--- src/rtl/bscan_dr_scheduler.sv ---
// USER DR scan sequencer: byte-write frames feed a FIFO/valid-ready stream,
// RESULT_WIDTH-bit frames read back the solver result, other lengths count as errors.
module bscan_dr_scheduler #(
    parameter int RESULT_WIDTH = 16,
    parameter int FIFO_DEPTH   = 8,
    parameter int ERR_WIDTH    = 8
) (
    input  logic                    tck,
    input  logic                    rst_n,
    input  logic                    test_logic_reset,
    input  logic                    ir_is_user,
    input  logic                    capture_dr,
    input  logic                    shift_dr,
    input  logic                    update_dr,
    input  logic                    tdi,
    output logic                    tdo,
    input  logic [RESULT_WIDTH-1:0] result,
    output logic [7:0]              byte_data,
    output logic                    byte_valid,
    input  logic                    byte_ready,
    output logic                    overflow,
    output logic [ERR_WIDTH-1:0]    frame_err_cnt,
    output logic                    readback_done
);

    localparam int AW = $clog2(FIFO_DEPTH);
    localparam int PW = AW + 1;
    localparam int CW = $clog2(RESULT_WIDTH + 2);
    localparam logic [CW-1:0] CNT_BYTE = CW'(8);
    localparam logic [CW-1:0] CNT_RES  = CW'(RESULT_WIDTH);
    localparam logic [CW-1:0] CNT_MAX  = CW'(RESULT_WIDTH + 1);
    localparam logic [PW-1:0] DEPTH_V  = PW'(FIFO_DEPTH);

    typedef enum logic [3:0] {
        PH_IDLE    = 4'b0001,
        PH_CAPTURE = 4'b0010,
        PH_SHIFT   = 4'b0100,
        PH_UPDATE  = 4'b1000
    } phase_t;

    phase_t                  phase;
    logic [RESULT_WIDTH-1:0] tx_sr;
    logic [7:0]              rx_sr;
    logic [CW-1:0]           bit_cnt;
    logic [7:0]              mem [FIFO_DEPTH];
    logic [PW-1:0]           wr_ptr;
    logic [PW-1:0]           rd_ptr;
    logic [PW-1:0]           rd_next;
    logic [PW-1:0]           count;
    logic                    rst;
    logic                    is_update;
    logic                    byte_frame;
    logic                    err_frame;
    logic                    full;
    logic                    pop;
    logic                    push;

    always_comb begin
        phase = PH_IDLE;
        if (ir_is_user) begin
            if (capture_dr)
                phase = PH_CAPTURE;
            else if (shift_dr)
                phase = PH_SHIFT;
            else if (update_dr)
                phase = PH_UPDATE;
        end
    end

    assign rst        = !rst_n || test_logic_reset;
    assign tdo        = tx_sr[0];
    assign is_update  = (phase == PH_UPDATE);
    assign byte_frame = is_update && (bit_cnt == CNT_BYTE);
    assign err_frame  = is_update && (bit_cnt != '0) && (bit_cnt != CNT_BYTE)
                        && (bit_cnt != CNT_RES);
    assign count      = wr_ptr - rd_ptr;
    assign full       = (count == DEPTH_V);
    assign pop        = byte_valid && byte_ready;
    // A full FIFO still accepts a byte when the head leaves in the same cycle.
    assign push       = byte_frame && (!full || pop);
    assign rd_next    = rd_ptr + PW'(1);

    always_ff @(posedge tck) begin
        if (rst) begin
            tx_sr         <= '0;
            rx_sr         <= '0;
            bit_cnt       <= '0;
            wr_ptr        <= '0;
            rd_ptr        <= '0;
            byte_data     <= '0;
            byte_valid    <= 1'b0;
            overflow      <= 1'b0;
            frame_err_cnt <= '0;
            readback_done <= 1'b0;
            for (int unsigned i = 0; i < FIFO_DEPTH; i++)
                mem[i] <= '0;
        end else begin
            readback_done <= is_update && (bit_cnt == CNT_RES);

            case (phase)
                PH_CAPTURE: begin
                    tx_sr   <= result;
                    rx_sr   <= '0;
                    bit_cnt <= '0;
                end
                PH_SHIFT: begin
                    tx_sr <= {tdi, tx_sr[RESULT_WIDTH-1:1]};
                    rx_sr <= {tdi, rx_sr[7:1]};
                    if (bit_cnt != CNT_MAX)
                        bit_cnt <= bit_cnt + CW'(1);
                end
                default: ;
            endcase

            if (err_frame && (frame_err_cnt != '1))
                frame_err_cnt <= frame_err_cnt + ERR_WIDTH'(1);

            if (push) begin
                mem[wr_ptr[AW-1:0]] <= rx_sr;
                wr_ptr              <= wr_ptr + PW'(1);
            end
            if (byte_frame && !push)
                overflow <= 1'b1;

            // Head register: reload from the next slot on pop, or fetch when idle.
            if (pop) begin
                rd_ptr     <= rd_next;
                byte_valid <= (wr_ptr != rd_next);
                byte_data  <= mem[rd_next[AW-1:0]];
            end else if (!byte_valid) begin
                byte_valid <= (wr_ptr != rd_ptr);
                byte_data  <= mem[rd_ptr[AW-1:0]];
            end
        end
    end

endmodule

--- config.mk ---
export PLATFORM = sky130hd
export DESIGN_NAME = bscan_dr_scheduler
export DESIGN_NICKNAME = d
export VERILOG_FILES = /design/src/rtl/bscan_dr_scheduler.sv
export SDC_FILE = /design/constraint.sdc
export NUM_CORES = 1
export LEC_CHECK = 0
export ABC_AREA = 1
export BUFFER_PORTS_ARGS = -buffer_cell sky130_fd_sc_hd__buf_2
export CAP_MARGIN = 40
export CELL_PAD_IN_SITES_DETAIL_PLACEMENT = 0
export CELL_PAD_IN_SITES_GLOBAL_PLACEMENT = 1
export CORE_ASPECT_RATIO = 0.75
export CORE_MARGIN = 2
export CORE_UTILIZATION = 40
export CTS_CLUSTER_SIZE = 16
export DETAILED_ROUTE_END_ITERATION = 12
export GPL_ROUTABILITY_DRIVEN = 0
export GPL_TIMING_DRIVEN = 0
export PLACE_DENSITY = 0.78
export SYNTH_ARGS = -nofsm -noshare
export SYNTH_HDL_FRONTEND = slang
export SYNTH_SLANG_ARGS = --single-unit
--- constraint.sdc ---
create_clock -name tck -period 3.27 [get_ports tck]
set_input_delay 0.327 -clock tck [delete_from_list [all_inputs] [get_ports tck]]
set_output_delay 0.327 -clock tck [all_outputs]
set_load 0.03 [all_outputs]
==> results of run 1 <==
synthesized netlist by cell type (all sizes together):
library cell	number
ha	9
xnor2	4
dfxtp	59
clkbuf	21
nand3b	1
nor3	9
inv	86
o211ai	12
nand4	9
xor2	7
clkinv	1
buf	17
a31oi	16
nand3	53
o21ai	35
a211oi	1
and2	1
edfxtp	64
nand2	255
a21oi	43
o41ai	1
nor2	140
layout make-up:
cell class / instances / area [sq um] / share of cell area
Buffer: 38 / 175.2 / 0.02346
Multi-Input combinational cell: 596 / 2835 / 0.3797
Tap cell: 210 / 262.8 / 0.03519
Sequential cell: 123 / 3103 / 0.4156
Inverter: 87 / 326.6 / 0.04373
Timing Repair Buffer: 44 / 220.2 / 0.02949
Clock buffer: 20 / 456.7 / 0.06116
Clock inverter: 12 / 87.58 / 0.01173
cells in the final DEF (no fill, tap or decap), drive strengths merged:
cell,instances
nand2,255
o21ai,35
nand3b,1
dfxtp,59
clkinv,6
a211oi,1
o211ai,12
xor2,7
nor3,9
xnor2,4
ha,9
a31oi,16
inv,92
nor2,140
o41ai,1
buf,61
and2,1
clkinvlp,1
nand4,9
edfxtp,64
a21oi,43
nand3,53
clkbuf,41
final timing paths:
kind	startpoint	endpoint	slack [ns]	cells after the start
worst max-delay path	wr_ptr[0]	mem[6][1]	0.76	10
worst min-delay path	result[13]	tx_sr[13]	0.18	3
worst max register to register	wr_ptr[0]	mem[6][1]	0.76	10
worst min register to register	rx_sr[0]	rx_sr[0]	0.46	2
metal layers:
layer	vias up	wire length (um)	track usage
li1	2854	-	-
met1	2551	9102	0.3371
met2	198	6939	0.2906
met3	13	1335	0.05880
met4	0	128	0.05346
met5	-	0	0
logic make-up (layout without fill, tap and decap cells):
| kind of cell | after synthesis | after routing | synth area share |
|---|---|---|---|
| AO/OA/AOI/OAI | 108 | 108 | 0.09268 |
| XOR/XNOR | 11 | 11 | 0.01496 |
| AND/OR/NAND/NOR | 468 | 468 | 0.3151 |
| adder cells (fa/ha/maj) | 9 | 9 | 0.01749 |
| flip-flops | 123 | 123 | 0.4818 |
| buffers and inverters | 125 | 201 | 0.07791 |
worst max-delay path, cell delays in order, from the launching register on:
cell and delay (ns):
dfxtp_1 0.33, buf_4 0.18, inv_2 0.13, ha_1 0.33, nand2_1 0.10, nor2_1 0.05, nand2_1 0.07, inv_2 0.04
nand3_4 0.19, nand4_2 0.33, nand2_1 0.42
sequential cells by signal, indices dropped and copies added, names as in the netlist, named ones only:
signal         count
mem               64
tx_sr             16
byte_data          8
frame_err_cnt      8
rx_sr              8
bit_cnt            5
rd_ptr             4
wr_ptr             4
byte_valid         1
overflow           1
readback_done      1
stage by stage:
stage	setup slack (ns)	hold WS, ns	instances	cell area (sq um)
floorplan	1.136	0.4409	844	6440
global placement	0.7629	0.4503	1098	6923
detailed placement	0.7323	0.4524	1098	6923
CTS	0.7041	0.1668	1130	7467
global route	0.5769	0.1678	1130	7467
finish	0.7599	0.1763	1130	7467
power breakdown:
group          total (W)  internal [W]  switching [W]
clock            0.00174       0.00102       0.000725
sequential       0.00169       0.00167      0.0000226
combinational   0.000162     0.0000448       0.000117
==> metrics.csv, run 1 <==
stage,metric,value,unit
clocking,clock buffer count from CTS,17,
final_layout,Final Util,0.4707,
sta,fin crit share,0.7676,
synthesis,Netlist Area Pre-Place,6440,sq um
floorplanning,row count,40,
floorplanning,I/O Pins,45,
synthesis,post-synthesis sequential element count,123,
power_and_ir_drop,VDD IR-drop max,0.3111,mV
route,DR iter-0 viols,542,
grt,initial antenna violation count,0,
synthesis,synth warn,0,
min_path,Hold Path Class,in2reg,
critical_path,"Arr. time, crit path",2.59,ns
route,# DRC,0,
clocking,clk root buf,clkbuf_16,
grt,gr usage total,0.2158,
sta,worst rel slew slack,0.5175,
power_and_ir_drop,leak pwr,2.987,nW
sta,final hold violations,0,
grt,largest net degree at the start of global routing,17,
sta,final slew viol count,0,
route,vias per cell,4.970,
sta,Final TNS setup,0,ns
grt,GRT overflow,0,
route,drt wl/cell,15.49,um
clocking,Clock Latency Late Sink,0.42,ns
grt,global-route wire length before repair,27960,um
floorplanning,Die Y,113.9,um
synthesis,Mapped Cells,844,
synthesis,Synth top area share,0.2984,
route,DR pass1 iterations,6,
route,DRT antenna net count,0,
sta,crit path time final,2.510,ns
floorplanning,Core ar.,15870,sq um
clocking,# resized after CTS,0,
sta,worst clock skew,0.006908,ns
critical_path,Required @ worst endpoint,3.35,ns
final_layout,layout cells sized above 1,0.1207,
synthesis,Synth cell types,35,
placement,IO buf count,44,
job,max cap viols,0,
route,Total Wirelength,17510,um
clocking,# clock sinks,123,
clocking,CTS Hold Buffers Added,0,
floorplanning,initial core utilization,0.4059,
synthesis,mean post-synth cell area,7.630,sq um
final_layout,area delta synth->final,15.95,%
sta,final setup vio count,0,
route,via count,5616,
final_layout,Antenna Diode Count,0,
power_and_ir_drop,pwr/cell area,481.2,nW/um^2
clocking,post-CTS setup buffers,0,
floorplanning,die area,17140,sq um
synthesis,post-synthesis sequential area ratio,0.4818,
placement,dpl hpwl,13050,um
final_layout,Nets,941,
critical_path,"Max FO, Critical Path",9,
power_and_ir_drop,Design Power,0.003593,W
clocking,clock slew at reported path FFs,0.06,ns
final_layout,Filler cells,1599,
critical_path,CP Launch Type,flip-flop,
grt,vias in the first global route,5037,
status,status,completed,
synthesis,"area leader, netlist",edfxtp_1,
critical_path,WS Path Type,reg2reg,
synthesis,ranking of synthesized cells by area,"edfxtp_1, dfxtp_1, nand2_1",
critical_path,Critical Path Sink Type,flip-flop,
floorplanning,Die X,150.5,um
sta,fmax,398.4,MHz
sta,Tightest Pin Transition,0.7210,ns
clocking,H-tree depth,4,
sta,RSZ-0062 raised after global routing,false,
clocking,CTS tree,done,
clocking,deepest clock path buffer count,2,
synthesis,net count of the mapped netlist,878,
(Power assumes the default switching activity.)
==> run 2: changes to the inputs <==
Clock period 3.27 ns to 2.45 ns, I/O delays scaled along.
==> metrics.csv, run 2 (synthesis results as in run 1) <==
stage,metric,value,unit,change
power_and_ir_drop,Internal,0.003644,W,+34%
sta,post-route setup slack,0.1353,ns,-0.6245 ns
critical_path,Reg2Reg Depth,10,,unchanged
final_layout,Nets,942,,+0.11%
grt,initial antenna violation count,0,,unchanged
critical_path,Critical Path Sink Type,flip-flop,,
critical_path,cell with the largest stage delay on the worst path,dfxtp_1,,
min_path,Hold Path Class,in2reg,,
final_layout,area of the multi-input gates,2872,sq um,+1.3%
power_and_ir_drop,switching power total,0.001161,W,+34%
floorplanning,initial core utilization,0.4059,,unchanged
sta,tightest hold margin,0.09464,ns,-0.08163 ns
final_layout,area delta synth->final,16.63,%,
route,Total Wirelength,17600,um,+0.51%
route,DR iter-0 viols,471,,-13%
floorplanning,Die X,150.5,um,unchanged
route,vias per cell,4.980,,+0.20%
placement,pre-CTS WS,-0.08768,ns,-0.8200 ns
power_and_ir_drop,Flop pwr share,0.470,,about the same
sta,Tightest Pin Transition,0.9555,ns,+0.2344 ns
floorplanning,die area,17140,sq um,unchanged
floorplanning,Die Y,113.9,um,unchanged
sta,worst rel slew slack,0.3630,,-0.1545
sta,worst clock skew,0.006798,ns,-0.0001105 ns
clocking,H-tree depth,4,,unchanged
min_path,hold path cells,3,,unchanged
status,status,completed,,
final_layout,Filler cells,1597,,-0.13%
clocking,deepest clock path buffer count,2,,unchanged
clocking,CTS tree,done,,
power_and_ir_drop,Gate power share,0.046,,about the same
critical_path,CP Launch Type,flip-flop,,
final_layout,design area,7511,sq um,+0.59%
sta,fin crit share,0.9448,,+0.1771
grt,gr usage total,0.2158,,unchanged
job,max cap viols,0,,unchanged
clocking,clock slew at reported path FFs,0.06,ns,about the same
critical_path,reg2reg end,mem[1][7],,
clocking,CTS Hold Buffers Added,0,,unchanged
sta,final hold violations,0,,unchanged
placement,"Cell Area, Placed",6923,sq um,unchanged
power_and_ir_drop,sw frac,0.2417,,+0.001032
floorplanning,I/O Pins,45,,unchanged
critical_path,Worst Setup SP,wr_ptr[0],,
clocking,# clock sinks,123,,unchanged
final_layout,largest registers,"mem x64, tx_sr x16",,
power_and_ir_drop,VDD IR-drop max,0.4148,mV,+33%
route,via count,5632,,+0.28%
critical_path,WS Path Type,reg2reg,,
critical_path,worst-path cell chain,buf_4 > inv_2 > ha_1 > nand2_1 > nor2_1 > nand2_1 > inv_2 > nand3_4 > nand4_4 > nand2_1,,
final_layout,"commonest cells after routing, fill and taps aside","nand2_1, nor2_1, inv_1",,
power_and_ir_drop,Clock Power Share,0.485,,about the same
clocking,Clock Latency Late Sink,0.42,ns,about the same
final_layout,"most common cell after layout, fill and taps aside",nand2_1,,
sta,fmax,432.0,MHz,+8.4%
clocking,clock buffer count from CTS,17,,unchanged
critical_path,Required @ worst endpoint,2.53,ns,-0.82 ns
sta,final setup vio count,0,,unchanged
final_layout,layout cells sized above 1,0.1292,,+0.008555
route,DR pass1 iterations,5,,-1
power_and_ir_drop,leak pwr,2.964,nW,-0.76%
route,drt wl/cell,15.56,um,+0.42%
floorplanning,row count,40,,unchanged
final_layout,"Most flops, register",mem,,
placement,dpl hpwl,13050,um,unchanged
final_layout,Final Util,0.4734,,+0.002761
final_layout,Register Area,3103,sq um,unchanged
grt,global-route wire length before repair,27960,um,unchanged
sta,crit path time final,2.315,ns,-0.1955 ns
final_layout,Largest register FFs,64,,unchanged
grt,largest net degree at the start of global routing,17,,unchanged
critical_path,"Arr. time, crit path",2.40,ns,-0.19 ns
critical_path,register-to-register path setup slack,0.14,ns,-0.62 ns
min_path,worst hold start,result[13],,
critical_path,critical path's largest stage delay,0.33,ns,-0.09 ns
grt,GRT overflow,0,,unchanged
route,DRT antenna net count,0,,unchanged
critical_path,Reg2Reg Launch Point,wr_ptr[0],,
critical_path,cell with the most instances on the worst path,nand2_1,,
clocking,clk root buf,clkbuf_16,,
sta,final slew viol count,0,,unchanged
placement,IO buf count,44,,unchanged
floorplanning,Core ar.,15870,sq um,unchanged
route,# DRC,0,,unchanged
power_and_ir_drop,pwr/cell area,639.8,nW/um^2,+33%
critical_path,"Max FO, Critical Path",9,,unchanged
grt,vias in the first global route,5037,,unchanged
final_layout,Antenna Diode Count,0,,unchanged
min_path,hold endpoint,tx_sr[13],,
[run 2: cell types whose count changed in the layout (fill, tap and decap cells not counted)]
| cell | change |
|---|---|
| buf_4 | +1 |
| nand2_1 | -7 |
| nand2_2 | +5 |
| nand2_4 | +2 |
| nand4_2 | -1 |
| nand4_4 | +1 |
[run 2: stage by stage]
step                      cells   TNS [ns]  power (W)
after global routing       1131   -0.06897   0.004955
after detailed placement   1098    -0.8076   0.002512
after CTS                  1130  -0.006884   0.004817
after floorplan             844          0   0.002421
final                      1131          0   0.004805
after global placement     1098    -0.4793   0.002511
[run 2: repair_timing]
item,CTS,global route
resized for setup,2,8
setup buffers,0,1
endpoints found under the hold margin,0,0
endpoints found under the setup margin,16,56
[run 2: power groups by stage]
| stage | sequential [W] | clock [W] | combinational, W |
|---|---|---|---|
| 2_1_floorplan | 0.00229 | 0 | 0.000127 |
| 3_3_place_gp | 0.00230 | 0 | 0.000214 |
| 3_5_place_dp | 0.00230 | 0 | 0.000213 |
| 4_1_cts | 0.00226 | 0.00235 | 0.000215 |
| 5_1_grt | 0.00226 | 0.00245 | 0.000245 |
| 6_report | 0.00226 | 0.00233 | 0.000221 |
[run 2: layout make-up]
type	instances	area share
plain buffers	38	0.02332
clock inverters	12	0.01166
inverters	87	0.04348
clock buffers	20	0.06080
repair buffers	45	0.03032
well taps	210	0.03498
multi-input cells	596	0.3823
flip-flops and latches	123	0.4131
[run 2: per-layer routing]
metal / up-vias / GRT usage / share of wire
met2: 181 / 0.2906 / 0.40
met1: 2584 / 0.3371 / 0.52
li1: 2855 / - / -
met5: - / 0 / 0
met3: 12 / 0.05880 / 0.071
met4: 0 / 0.05346 / 0.0073
[run 2: critical path: cells and delay by family, from the launching register on]
kind / cells / cell delay [ns]
fa+ha+maj: 1 / 0.33
buf+inv: 3 / 0.36
flops: 1 / 0.33
simple gates: 6 / 0.94
[run 2: worst max-delay path by stage]
stage,to,slack (ns)
floorplan,mem[3][0],0.32
global placement,mem[6][6],-0.06
detailed placement,mem[6][5],-0.09
CTS,mem[6][7],-0.002
global route,mem[3][1],-0.007
finish,mem[1][7],0.14
